### src/rtl/muldiv_unit.sv
// Iterative unsigned multiply/divide unit holding the architectural HI/LO registers.
// One shift-add or restoring-divide step per cycle, WIDTH steps per operation.
module muldiv_unit #(
   parameter int WIDTH = 32
) (
   input  logic             clk,
   input  logic             reset,
   input  logic             start,
   input  logic             op,
   input  logic [WIDTH-1:0] a,
   input  logic [WIDTH-1:0] b,
   output logic             busy,
   output logic             done,
   output logic [WIDTH-1:0] hi,
   output logic [WIDTH-1:0] lo
);

   localparam int CW = $clog2(WIDTH) + 1;

   typedef enum logic [1:0] {IDLE, MUL, DIV, DONE} state_t;

   state_t           state;
   state_t           state_next;
   logic [CW-1:0]    cnt;
   logic             last;

   // Multiply keeps the multiplicand here, divide keeps the divisor.
   logic [WIDTH-1:0] operand;
   logic [WIDTH-1:0] acc_hi;
   logic [WIDTH-1:0] acc_lo;

   logic [WIDTH:0]   mul_sum;
   logic [WIDTH-1:0] mul_hi;
   logic [WIDTH-1:0] mul_lo;
   logic [WIDTH:0]   div_shift;
   logic [WIDTH:0]   div_trial;
   logic [WIDTH-1:0] div_rem;
   logic [WIDTH-1:0] div_quo;

   // One iteration of each algorithm, computed from the current working registers.
   always_comb begin
      last      = (cnt == CW'(WIDTH - 1));
      mul_sum   = {1'b0, acc_hi} + (acc_lo[0] ? {1'b0, operand} : '0);
      mul_hi    = mul_sum[WIDTH:1];
      mul_lo    = {mul_sum[0], acc_lo[WIDTH-1:1]};
      div_shift = {acc_hi, acc_lo[WIDTH-1]};
      div_trial = div_shift - {1'b0, operand};
      if (!div_trial[WIDTH]) begin
         div_rem = div_trial[WIDTH-1:0];
         div_quo = {acc_lo[WIDTH-2:0], 1'b1};
      end else begin
         div_rem = div_shift[WIDTH-1:0];
         div_quo = {acc_lo[WIDTH-2:0], 1'b0};
      end
   end

   // State register.
   always_ff @(posedge clk) begin
      if (reset) state <= IDLE;
      else       state <= state_next;
   end

   // Next-state logic; DONE always falls back to IDLE so start held high is not re-accepted there.
   always_comb begin
      state_next = state;
      case (state)
         IDLE:    if (start) state_next = op ? DIV : MUL;
         MUL:     if (last) state_next = DONE;
         DIV:     if (last) state_next = DONE;
         DONE:    state_next = IDLE;
         default: state_next = IDLE;
      endcase
   end

   assign busy = (state == MUL) || (state == DIV);
   assign done = (state == DONE);

   // Working registers and HI/LO; HI/LO only change on the final iteration edge.
   always_ff @(posedge clk) begin
      if (reset) begin
         cnt     <= '0;
         operand <= '0;
         acc_hi  <= '0;
         acc_lo  <= '0;
         hi      <= '0;
         lo      <= '0;
      end else begin
         case (state)
            IDLE: begin
               if (start) begin
                  cnt     <= '0;
                  operand <= op ? b : a;
                  acc_hi  <= '0;
                  acc_lo  <= op ? a : b;
               end
            end
            MUL: begin
               cnt    <= cnt + 1'b1;
               acc_hi <= mul_hi;
               acc_lo <= mul_lo;
               if (last) begin
                  hi <= mul_hi;
                  lo <= mul_lo;
               end
            end
            DIV: begin
               cnt    <= cnt + 1'b1;
               acc_hi <= div_rem;
               acc_lo <= div_quo;
               if (last) begin
                  hi <= div_rem;
                  lo <= div_quo;
               end
            end
            default: ;
         endcase
      end
   end

endmodule

### config.mk
export PLATFORM = sky130hd
export DESIGN_NAME = muldiv_unit
export DESIGN_NICKNAME = d
export VERILOG_FILES = /design/src/rtl/muldiv_unit.sv
export SDC_FILE = /design/constraint.sdc
export NUM_CORES = 1
export LEC_CHECK = 0
export BUFFER_PORTS_ARGS = -buffer_cell sky130_fd_sc_hd__buf_2
export CORE_MARGIN = 5
export CORE_UTILIZATION = 35
export DETAILED_ROUTE_END_ITERATION = 10
export SLEW_MARGIN = 20
export SYNTH_ARGS = -nofsm -noshare
export SYNTH_HDL_FRONTEND = slang
export SYNTH_SLANG_ARGS = --single-unit
### constraint.sdc
create_clock -name clk -period 2.9 [get_ports clk]
set_clock_uncertainty 0.1 [all_clocks]
set_input_delay 0.145 -clock clk [delete_from_list [all_inputs] [get_ports clk]]
set_output_delay 0.145 -clock clk [all_outputs]
set_load 0.02 [all_outputs]
==> results of run 1 <==
## flip-flops by register name, summed over array words and instances (netlist names)
register and flops:
hi 32, acc_hi 32, operand 32, state 2, lo 32, acc_lo 32, cnt 6
## final cells by class
type                       instances  area share
inverter                          60      0.0129
clock buffer                      17      0.0244
tap                              448      0.0322
sequential                       168       0.195
multi-input combinational       1123       0.527
timing repair buffer             467       0.199
clock inverter                    15      0.0103
## power groups by stage
stage | Sequential (mW) | Combinational, mW | Clock, mW
finish | 3.05 | 6.14 | 2.45
global route | 3.11 | 6.70 | 2.57
CTS | 3.04 | 5.91 | 2.47
detailed placement | 3.07 | 5.56 | 0
global placement | 3.06 | 5.49 | 0
floorplan | 2.96 | 3.75 | 0
## per-layer routing
layer	routed length, µm	global-route usage	up-vias
met1	20700	0.324	6032
met4	835	0.0542	0
met2	19600	0.346	467
met3	2960	0.0349	60
met5	0	0	-
li1	-	-	6172
## worst paths after layout
| check | to | slack (ps) | depth (start not counted) |
|---|---|---|---|
| setup / recovery | hi[25]$_SDFFE_PP0P_ | -440 | 14 |
| hold / removal | operand[25]$_SDFFE_PP0P_ | 7 | 3 |
| setup reg to reg | hi[25]$_SDFFE_PP0P_ | -440 | 14 |
| hold reg to reg | hi[31]$_SDFFE_PP0P_ | 380 | 2 |
## metrics by stage
| step | area [µm²] | std cells |
|---|---|---|
| 3_3_place_gp | 15000 | 2202 |
| 4_1_cts | 16800 | 2284 |
| 5_1_grt | 17400 | 2298 |
| 6_report | 17400 | 2298 |
| 2_1_floorplan | 12000 | 1459 |
| 3_5_place_dp | 15000 | 2202 |
## cell usage in the layout (no fill, tap or decap), types with 31 or more instances in the layout
master	instances
xnor2_1	35
nor2_1	140
o21ai_0	39
nand2_1	71
mux2i_1	97
inv_1	57
dfxtp_1	152
ha_1	38
a21oi_1	115
a221oi_1	31
buf_2	131
a211oi_1	109
buf_4	285
## cells by family after synthesis
family	count (synthesis)	share of synthesized area
fa+ha+maj	71	0.0761
mux	121	0.106
flops	168	0.283
simple gates	357	0.138
compound gates	511	0.294
buf+inv	168	0.0563
xor+xnor	63	0.0465
## worst min-delay path: stages
cell      delay (ps)
buf_2            100
mux2i_1          170
a211oi_1          90
## timing repair
action,CTS,global route
pin swaps,70,77
resized for setup,162,90
hold buffers,15,0
endpoints found under the hold margin,9,0
cloned,2,0
setup endpoints to repair,66,66
setup buffers,35,20
==> results.sh, run 1 <==
export IMPL_startpoint="acc_lo[0]$_SDFFE_PP0P_"
export IMPL_power_share_switching=0.446
export IMPL_path_clk_slew_ps=80
export IMPL_path_max_fanout=4
export IMPL_ys_seq_area_frac=0.283
export IMPL_relSlewSlack=0.228
export IMPL_critical_path_class="flop to flop"
export IMPL_firstDrtPassIters=7
export IMPL_ff_latch_area_um2=3390
export IMPL_tightest_slew_ps=1160
export IMPL_drt_iter0_drc=1001
export IMPL_cp_cell_sequence="and2_1 > ha_2 > inv_1 > fa_2 > nand2b_4 > a21oi_4 > o2111ai_4 > o21ba_4 > o31ai_4 > a31oi_2 > xor2_1 > o22ai_1 > a31oi_1 > a211oi_1"
export IMPL_power_density_nw_per_um2=669
export IMPL_finalSetupViolCount=66
export IMPL_slowest_delay_ps=390
export IMPL_area_growth_pct=46.6
export IMPL_yosys_area_top_type_share=0.283
export IMPL_grt_max_degree=100
export IMPL_syn_nets=1598
export IMPL_critPathRequiredTime_ps=3130
export IMPL_pre_cts_slack_ps=-567
export IMPL_htreeDepth=4
export IMPL_boundaryPins=134
export IMPL_initial_utilization=0.354
export IMPL_wl_per_cell_um=19.2
export IMPL_final_antenna_net_count=0
export IMPL_grt_pass1_wl_mm=68.5
export IMPL_yosys_top_cells_area="dfxtp_1 (28%), mux2i_1 (8.9%), a211oi_1 (7.6%)"
export IMPL_hpwl_mm=31.6
export IMPL_p_sw_mw=5.20
export IMPL_cts_tree="yes"
export IMPL_gr_usage_all_layers=0.223
export IMPL_async_reset_ff_frac=0
export IMPL_synth_largest_area_cell="dfxtp_1"
export IMPL_setup_tns_ps=-18440
export IMPL_crit_buf_inv=1
export IMPL_syn_avg_cell_area_um2=8.14
export IMPL_final_core_util=0.519
export IMPL_slowest_stage="dfxtp_4"
export IMPL_cp_start_kind="flop"
export IMPL_combPwrFrac=0.527
export IMPL_ys_types=72
export IMPL_yosysWarnings=0
export IMPL_worstSetupEndpointType="flop"
export IMPL_synth_main_ff_cell="dfxtp_1"
export IMPL_vias=12700
export IMPL_netlist_instances=1459
export IMPL_arrival_ps=3570
export IMPL_status="complete, but fails checks"
export IMPL_finalHoldViolations=0
export IMPL_nFillCells=3141
export IMPL_p_leak_nw=7.49
export IMPL_fmax_mhz=299
export IMPL_antenna_found_initial=0
export IMPL_fp_coreArea_um2=33500
export IMPL_hp_class="input pin to flop"
export IMPL_drc=0
export IMPL_clockPowerShare=0.211
export IMPL_fp_dieH_um=194
export IMPL_synth_common_cells="dfxtp_1 (168), nor2_1 (142), a21oi_1 (138)"
export IMPL_power_mw=11.6
export IMPL_ctsRootBufferMaster="clkbuf_16"
export IMPL_grt_overflow=0
export IMPL_portBuffers=133
export IMPL_finalCritPeriodShare=1.15
export IMPL_report_final_slew_viol_count=0
export IMPL_placementRows=67
export IMPL_diodes=0
export IMPL_reg2reg_from="acc_lo[0]$_SDFFE_PP0P_"
export IMPL_holdWs_ps=7.49
export IMPL_multi_input_area_um2=9170
export IMPL_synth_cell_area_um2=11900
export IMPL_cts_sinks=168
export IMPL_die_area_um2=37700
export IMPL_drv_cap=0
export IMPL_sequentialPowerShare=0.262
export IMPL_gp_congestion=0.897
export IMPL_cts_buffers_inserted=17
export IMPL_clk_latency_ps=460
export IMPL_cts_path_max_buffers=2
export IMPL_cp_top_family="compound AO/OA/AOI/OAI gates"
export IMPL_fin_ws_ps=-444
export IMPL_fin_crit_ps=3340
export IMPL_peakVddDrop_uv=726
export IMPL_p_int_mw=6.44
export IMPL_nets=1976
export IMPL_first_global_vias=12300
export IMPL_rsz0062_at_grt="true"
export IMPL_vias_per_cell=5.54
export IMPL_hold_start="a[25]"
export IMPL_violations="setup timing"
export IMPL_drive_gt1_frac=0.377
export IMPL_ys_ff_latch=168
export IMPL_synth_edf_count=0
export IMPL_synth_most_common_cell="dfxtp_1"
export IMPL_drt_wl_total_mm=44.2
export IMPL_dieWidth_um=194
Power figures use the tool's default switching activity.
==> run 2, diff against run 1 <==
==> config.mk (replaced) <==
export PLATFORM = sky130hd
export DESIGN_NAME = muldiv_unit
export DESIGN_NICKNAME = d
export VERILOG_FILES = /design/src/rtl/muldiv_unit.sv
export SDC_FILE = /design/constraint.sdc
export NUM_CORES = 1
export LEC_CHECK = 0
export CORE_MARGIN = 5
export CORE_UTILIZATION = 35
export DETAILED_ROUTE_END_ITERATION = 10
export DONT_BUFFER_PORTS = 1
export REMOVE_ABC_BUFFERS = 1
export SYNTH_ARGS = -nofsm -noshare
export SYNTH_HDL_FRONTEND = slang
export SYNTH_SLANG_ARGS = --single-unit
==> run 2 against run 1 <==
  * The flow still finishes with violations (setup timing)
  * Non-clock buffer count decreased by 46
  * Die area is the same
  * Critical path depth increased by 1
  * Final area rose by 1.2%
  * Via count is 0.58% lower
  * Worst hold slack better by 29 ps
  * Flip-flop and latch count is the same
==> results.sh, run 2 (synthesis gave the netlist of run 1 again) <==
export IMPL_cts_buffers_inserted=17
export IMPL_drt_wl_total_mm=45.1
export IMPL_ctsRootBufferMaster="clkbuf_16"
export IMPL_gr_usage_all_layers=0.225
export IMPL_ff2ff_setup_slack_ps=-440
export IMPL_die_area_um2=37700
export IMPL_r2r_end="acc_hi[22]$_SDFFE_PP0P_"
export IMPL_finalCritPeriodShare=1.15
export IMPL_hold_start="b[2]"
export IMPL_nFillCells=3082
export IMPL_critPathRequiredTime_ps=3120
export IMPL_rsz0062_at_grt="true"
export IMPL_reg2reg_from="operand[0]$_SDFFE_PP0P_"
export IMPL_initial_utilization=0.354
export IMPL_gp_congestion=0.894
export IMPL_grt_overflow=0
export IMPL_final_cell_mix="buf_4 (281), dfxtp_1 (142), nor2_1 (140)"
export IMPL_whs_endpoint="acc_lo[2]$_SDFFE_PP0P_"
export IMPL_dp_cells=2074
export IMPL_arrival_ps=3570
export IMPL_grt_pass1_wl_mm=69.0
export IMPL_power_density_nw_per_um2=691
export IMPL_fin_ws_ps=-443
export IMPL_diodes=0
export IMPL_finalHoldViolations=0
export IMPL_final_antenna_net_count=0
export IMPL_path_clk_slew_ps=70
export IMPL_status="complete, but fails checks"
export IMPL_finalSetupViolCount=66
export IMPL_hold_depth=4
export IMPL_fin_crit_ps=3340
export IMPL_hp_class="input pin to flop"
export IMPL_htreeDepth=4
export IMPL_fmax_mhz=299
export IMPL_violations="setup timing"
export IMPL_firstDrtPassIters=6
export IMPL_cts_sinks=168
export IMPL_dieWidth_um=194
export IMPL_relSlewSlack=0.606
export IMPL_drc=0
export IMPL_vias_per_cell=5.62
export IMPL_report_final_slew_viol_count=0
export IMPL_antenna_found_initial=0
export IMPL_portBuffers=0
export IMPL_vias=12700
export IMPL_fp_dieH_um=194
export IMPL_nets=1930
export IMPL_hpwl_mm=30.5
export IMPL_drt_iter0_drc=1126
export IMPL_drv_cap=0
export IMPL_drive_gt1_frac=0.332
export IMPL_first_global_vias=12400
export IMPL_p_leak_nw=7.49
export IMPL_finalNonFillerCells=2251
export IMPL_cp_start_kind="flop"
export IMPL_critical_path_class="flop to flop"
export IMPL_area_growth_pct=48.4
export IMPL_power_mw=12.2
export IMPL_grt_max_degree=92
export IMPL_tightest_slew_ps=591
export IMPL_path_max_fanout=5
export IMPL_layout_commonest_cell="buf_4"
export IMPL_r2r_cells=15
export IMPL_placementRows=67
export IMPL_wl_per_cell_um=20.0
export IMPL_peakVddDrop_uv=753
export IMPL_boundaryPins=134
export IMPL_worstSetupEndpointType="flop"
export IMPL_cts_path_max_buffers=2
export IMPL_fp_coreArea_um2=33500
export IMPL_clk_latency_ps=440
export IMPL_cts_tree="yes"
## run 2: changes by cell type in the layout (fill, tap and decap cells not counted), sizes merged
cell / previous run / this run
buf: 452 / 323
inv: 68 / 65
clkinv: 3 / 5
dlygate4sd3: 15 / 98
bufinv: 2 / 1
clkbuf: 17 / 18
## run 2: metrics by stage
step	util	worst slack, ps	instance area (µm²)	hold WS, ps	setup TNS [ps]
2_1_floorplan	-	-2570	11400	114	-253320
3_3_place_gp	0.423	-670	14200	155	-27340
3_5_place_dp	0.423	-716	14200	160	-34600
4_1_cts	0.506	-501	17000	23.0	-22840
5_1_grt	0.525	-527	17600	61.5	-23420
6_report	0.525	-443	17600	36.2	-16890
## run 2: cell type report
class | instances | area, µm² | share of cell area
Clock buffer | 18 | 439 | 0.0249
Clock inverter | 13 | 121 | 0.00689
Inverter | 60 | 225 | 0.0128
Multi-Input combinational cell | 1123 | 9220 | 0.523
Sequential cell | 168 | 3410 | 0.193
Tap cell | 448 | 561 | 0.0318
Timing Repair Buffer | 421 | 3650 | 0.207
## run 2: routing by layer
layer,GRT usage,vias up,part of all wire
met3,0.0421,69,0.071
met4,0.0729,0,0.027
met2,0.353,469,0.45
li1,-,6061,-
met1,0.315,6058,0.45
met5,0,-,0
## run 2: worst max-delay path, cell delays in order, from the launching register on
cell	delay, ps
dfxtp_2	330
buf_6	110
ha_4	160
fa_2	380
nand2b_4	160
a21oi_4	140
o21ai_2	90
o22ai_2	200
a2111oi_4	120
nor3_4	240
xor2_4	250
buf_6	150
buf_8	130
mux2_4	310
a222oi_1	290
nor3_1	80
## run 2: power by group
group | switching, mW | internal [mW] | total, mW
registers | 0.399 | 2.67 | 3.07
clock network | 1.08 | 1.21 | 2.29
logic | 3.81 | 3.01 | 6.82
total | 5.28 | 6.90 | 12.2
## run 2: what timing repair did
item,CTS,global route
gates cloned,5,0
resized for setup,187,139
setup buffers,31,20
hold buffers,101,0
endpoints found under the hold margin,130,0
pin swaps,63,87
setup endpoints to repair,66,66
## run 2: how the worst max path moves through the flow
stage	startpoint	endpoint	slack [ps]
6_report	operand[0]$_SDFFE_PP0P_	acc_hi[22]$_SDFFE_PP0P_	-440
5_1_grt	operand[0]$_SDFFE_PP0P_	acc_hi[22]$_SDFFE_PP0P_	-530
4_1_cts	operand[0]$_SDFFE_PP0P_	acc_hi[22]$_SDFFE_PP0P_	-500
3_5_place_dp	operand[0]$_SDFFE_PP0P_	hi[29]$_SDFFE_PP0P_	-720
3_3_place_gp	operand[5]$_SDFFE_PP0P_	hi[13]$_SDFFE_PP0P_	-670
2_1_floorplan	state[0]$_SDFFE_PP0P_	hi[7]$_SDFFE_PP0P_	-2570
==> run 3, diff against run 2 <==
--- a/config.mk
+++ b/config.mk
@@ -5,10 +5,12 @@
 export SDC_FILE = /design/constraint.sdc
 export NUM_CORES = 1
 export LEC_CHECK = 0
+export ABC_AREA = 1
 export CORE_MARGIN = 5
 export CORE_UTILIZATION = 35
 export DETAILED_ROUTE_END_ITERATION = 10
 export DONT_BUFFER_PORTS = 1
+export PLACE_DENSITY = 0.54
 export REMOVE_ABC_BUFFERS = 1
 export SYNTH_ARGS = -nofsm -noshare
 export SYNTH_HDL_FRONTEND = slang
==> run 3 against run 2 <==
  * The flow now finishes without violations
  * Synthesized area up 14%
  * Critical path type unchanged
  * Highest routed layer unchanged
  * Fmax grew 22%
  * Critical endpoint is now acc_hi[28]$_SDFFE_PP0P_
  * Critical path depth up 1
==> results.sh, run 3 <==
export IMPL_async_reset_ff_frac=0
export IMPL_grt_overflow=0
export IMPL_gp_congestion=0.942
export IMPL_drive_gt1_frac=0.0939
export IMPL_critical_path_class="flop to flop"
export IMPL_pre_cts_slack_ps=51.7
export IMPL_tightest_slew_ps=907
export IMPL_diodes=0
export IMPL_finalCritPeriodShare=0.942
export IMPL_initial_utilization=0.352
export IMPL_finalNonFillerCells=2936
export IMPL_layout_commonest_cell="nand2_1"
export IMPL_report_final_slew_viol_count=0
export IMPL_power_density_nw_per_um2=696
export IMPL_synth_cell_area_um2=13600
export IMPL_htreeDepth=4
export IMPL_hpwl_mm=38.8
export IMPL_synth_largest_area_cell="dfxtp_1"
export IMPL_finalSetupViolCount=0
export IMPL_fmax_mhz=366
export IMPL_vias=15000
export IMPL_antenna_found_initial=0
export IMPL_multi_input_area_um2=8560
export IMPL_finalHoldViolations=0
export IMPL_ctsRootBufferMaster="clkbuf_16"
export IMPL_netlist_instances=2300
export IMPL_gr_usage_all_layers=0.242
export IMPL_relSlewSlack=0.395
export IMPL_fin_ws_ps=167
export IMPL_area_growth_pct=19.8
export IMPL_drt_iter0_drc=1194
export IMPL_nFillCells=4184
export IMPL_drv_cap=0
export IMPL_drt_wl_total_mm=52.2
export IMPL_dieWidth_um=207
export IMPL_cts_path_max_buffers=2
export IMPL_cp_cell_sequence="buf_6 > nand2_1 > inv_1 > ha_1 > a21oi_1 > o21ai_0 > buf_4 > a21oi_1 > nor2_1 > nor2_1 > nand2_1 > nand2_1 > nand3_1 > nand2_1 > nand2_1 > a21oi_1"
export IMPL_yosys_area_top_type_share=0.248
export IMPL_ys_types=41
export IMPL_dp_cells=2799
export IMPL_portBuffers=0
export IMPL_yosys_top_cells_area="dfxtp_1 (25%), nand2_1 (22%), inv_1 (9.3%)"
export IMPL_crit_buf_inv=3
export IMPL_fin_crit_ps=2730
export IMPL_crit_top_cell="nand2_1"
export IMPL_status="complete, no violations"
export IMPL_boundaryPins=134
export IMPL_hp_class="input pin to flop"
export IMPL_cts_sinks=168
export IMPL_synth_most_common_cell="nand2_1"
export IMPL_critPathRequiredTime_ps=3190
export IMPL_ys_seq_area_frac=0.248
export IMPL_syn_avg_cell_area_um2=5.90
export IMPL_drc=0
export IMPL_yosysWarnings=0
export IMPL_synth_edf_count=0
export IMPL_placementRows=72
export IMPL_final_antenna_net_count=0
export IMPL_cp_top_family="simple AND/OR/NAND/NOR gates"
export IMPL_worstSetupEndpointType="flop"
export IMPL_synth_common_cells="nand2_1 (785), inv_1 (336), nand3_1 (195)"
export IMPL_grt_max_degree=82
export IMPL_synth_main_ff_cell="dfxtp_1"
export IMPL_fp_dieH_um=207
export IMPL_cp_start_kind="flop"
export IMPL_die_area_um2=42800
export IMPL_final_cell_mix="nand2_1 (782), inv_1 (331), nand3_1 (192)"
export IMPL_cts_buffers_inserted=17
export IMPL_ff_latch_area_um2=3370
export IMPL_clk_latency_ps=460
export IMPL_peakVddDrop_uv=1030
export IMPL_fp_coreArea_um2=38600
export IMPL_cts_tree="yes"
export IMPL_wl_per_cell_um=17.8
export IMPL_grt_pass1_wl_mm=80.6
export IMPL_vias_per_cell=5.09
export IMPL_first_global_vias=14100
export IMPL_path_clk_slew_ps=70
export IMPL_ys_ff_latch=168
export IMPL_path_max_fanout=15
export IMPL_nets=2544
export IMPL_arrival_ps=3030
export IMPL_p_leak_nw=8.09
export IMPL_slowest_stage="ha_1"
export IMPL_slowest_delay_ps=360
export IMPL_firstDrtPassIters=6
## run 3: cell count changes after synthesis, moves of 54 or more
cell	delta
a211oi_1	-116
inv_1	+276
mux2i_1	-106
nand2_1	+700
nand3_1	+188
nor2_1	-54
o21ai_0	+94
## run 3: report_power, final
part	switching, mW	internal [mW]
Combinational	3.99	1.95
Sequential	0.359	2.66
Clock	1.06	1.30
Total	5.41	5.92
## run 3: worst register-to-register path: stages (launching register included)
cell and delay, ps:
dfxtp_2 340, buf_6 150, nand2_1 120, inv_1 70, ha_1 360, a21oi_1 220
o21ai_0 140, buf_4 160, a21oi_1 190, nor2_1 90, nor2_1 210, nand2_1 90
nand2_1 80, nand3_1 70, nand2_1 90, nand2_1 50, a21oi_1 130
## run 3: cells by family (layout without fill, tap and decap cells)
logic type,Yosys count,count (layout),share of synthesized area
DFF,168,168,0.248
and+or+nand+nor,1164,1164,0.367
xor gates and xnor gates,21,21,0.0135
adders and majority gates,71,71,0.0665
AOI/OAI and AO/OA,423,423,0.176
buffers and inverters,453,571,0.129
## run 3: through the flow
stage	utilization	hold WS [ps]	area [µm²]	TNS, ps	power [mW]
after floorplan	-	107	13100	-286980	6.40
after global placement	0.377	120	14500	0	8.50
after detailed placement	0.377	122	14500	0	8.53
after CTS	0.419	11.5	16100	0	11.3
after global routing	0.422	51.2	16300	-0.859	12.1
final	0.422	33.8	16300	0	11.3
## run 3: worst paths after layout
path | from | end | slack (ps) | cells past startpoint
max | acc_lo[0]$_SDFFE_PP0P_ | acc_hi[28]$_SDFFE_PP0P_ | 170 | 16
min | reset | operand[25]$_SDFFE_PP0P_ | 30 | 3
max reg2reg | acc_lo[0]$_SDFFE_PP0P_ | acc_hi[28]$_SDFFE_PP0P_ | 170 | 16
min reg2reg | cnt[1]$_SDFFE_PP0P_ | cnt[1]$_SDFFE_PP0P_ | 380 | 2
## run 3: area by class of cell
cell class,count,area share
repair buffers,189,0.110
inverters,350,0.0808
multi-input cells,1679,0.526
clock buffers,19,0.0272
flip-flops and latches,168,0.207
clock inverters,13,0.00892
well taps,518,0.0398
## run 3: repair_timing
action                                  in CTS  in global routing
hold buffers                               100                  0
endpoints found under the setup margin       0                 55
endpoints found under the hold margin      101                  0
setup buffers                                0                  5
gates resized for setup                      0                 24
## run 3: layer usage
metal | GRT usage | vias up | part of all wire
met2 | 0.407 | 453 | 0.46
met1 | 0.320 | 6855 | 0.45
li1 | - | 7584 | -
met5 | 0 | - | 0
met4 | 0.0734 | 0 | 0.026
met3 | 0.0403 | 66 | 0.057
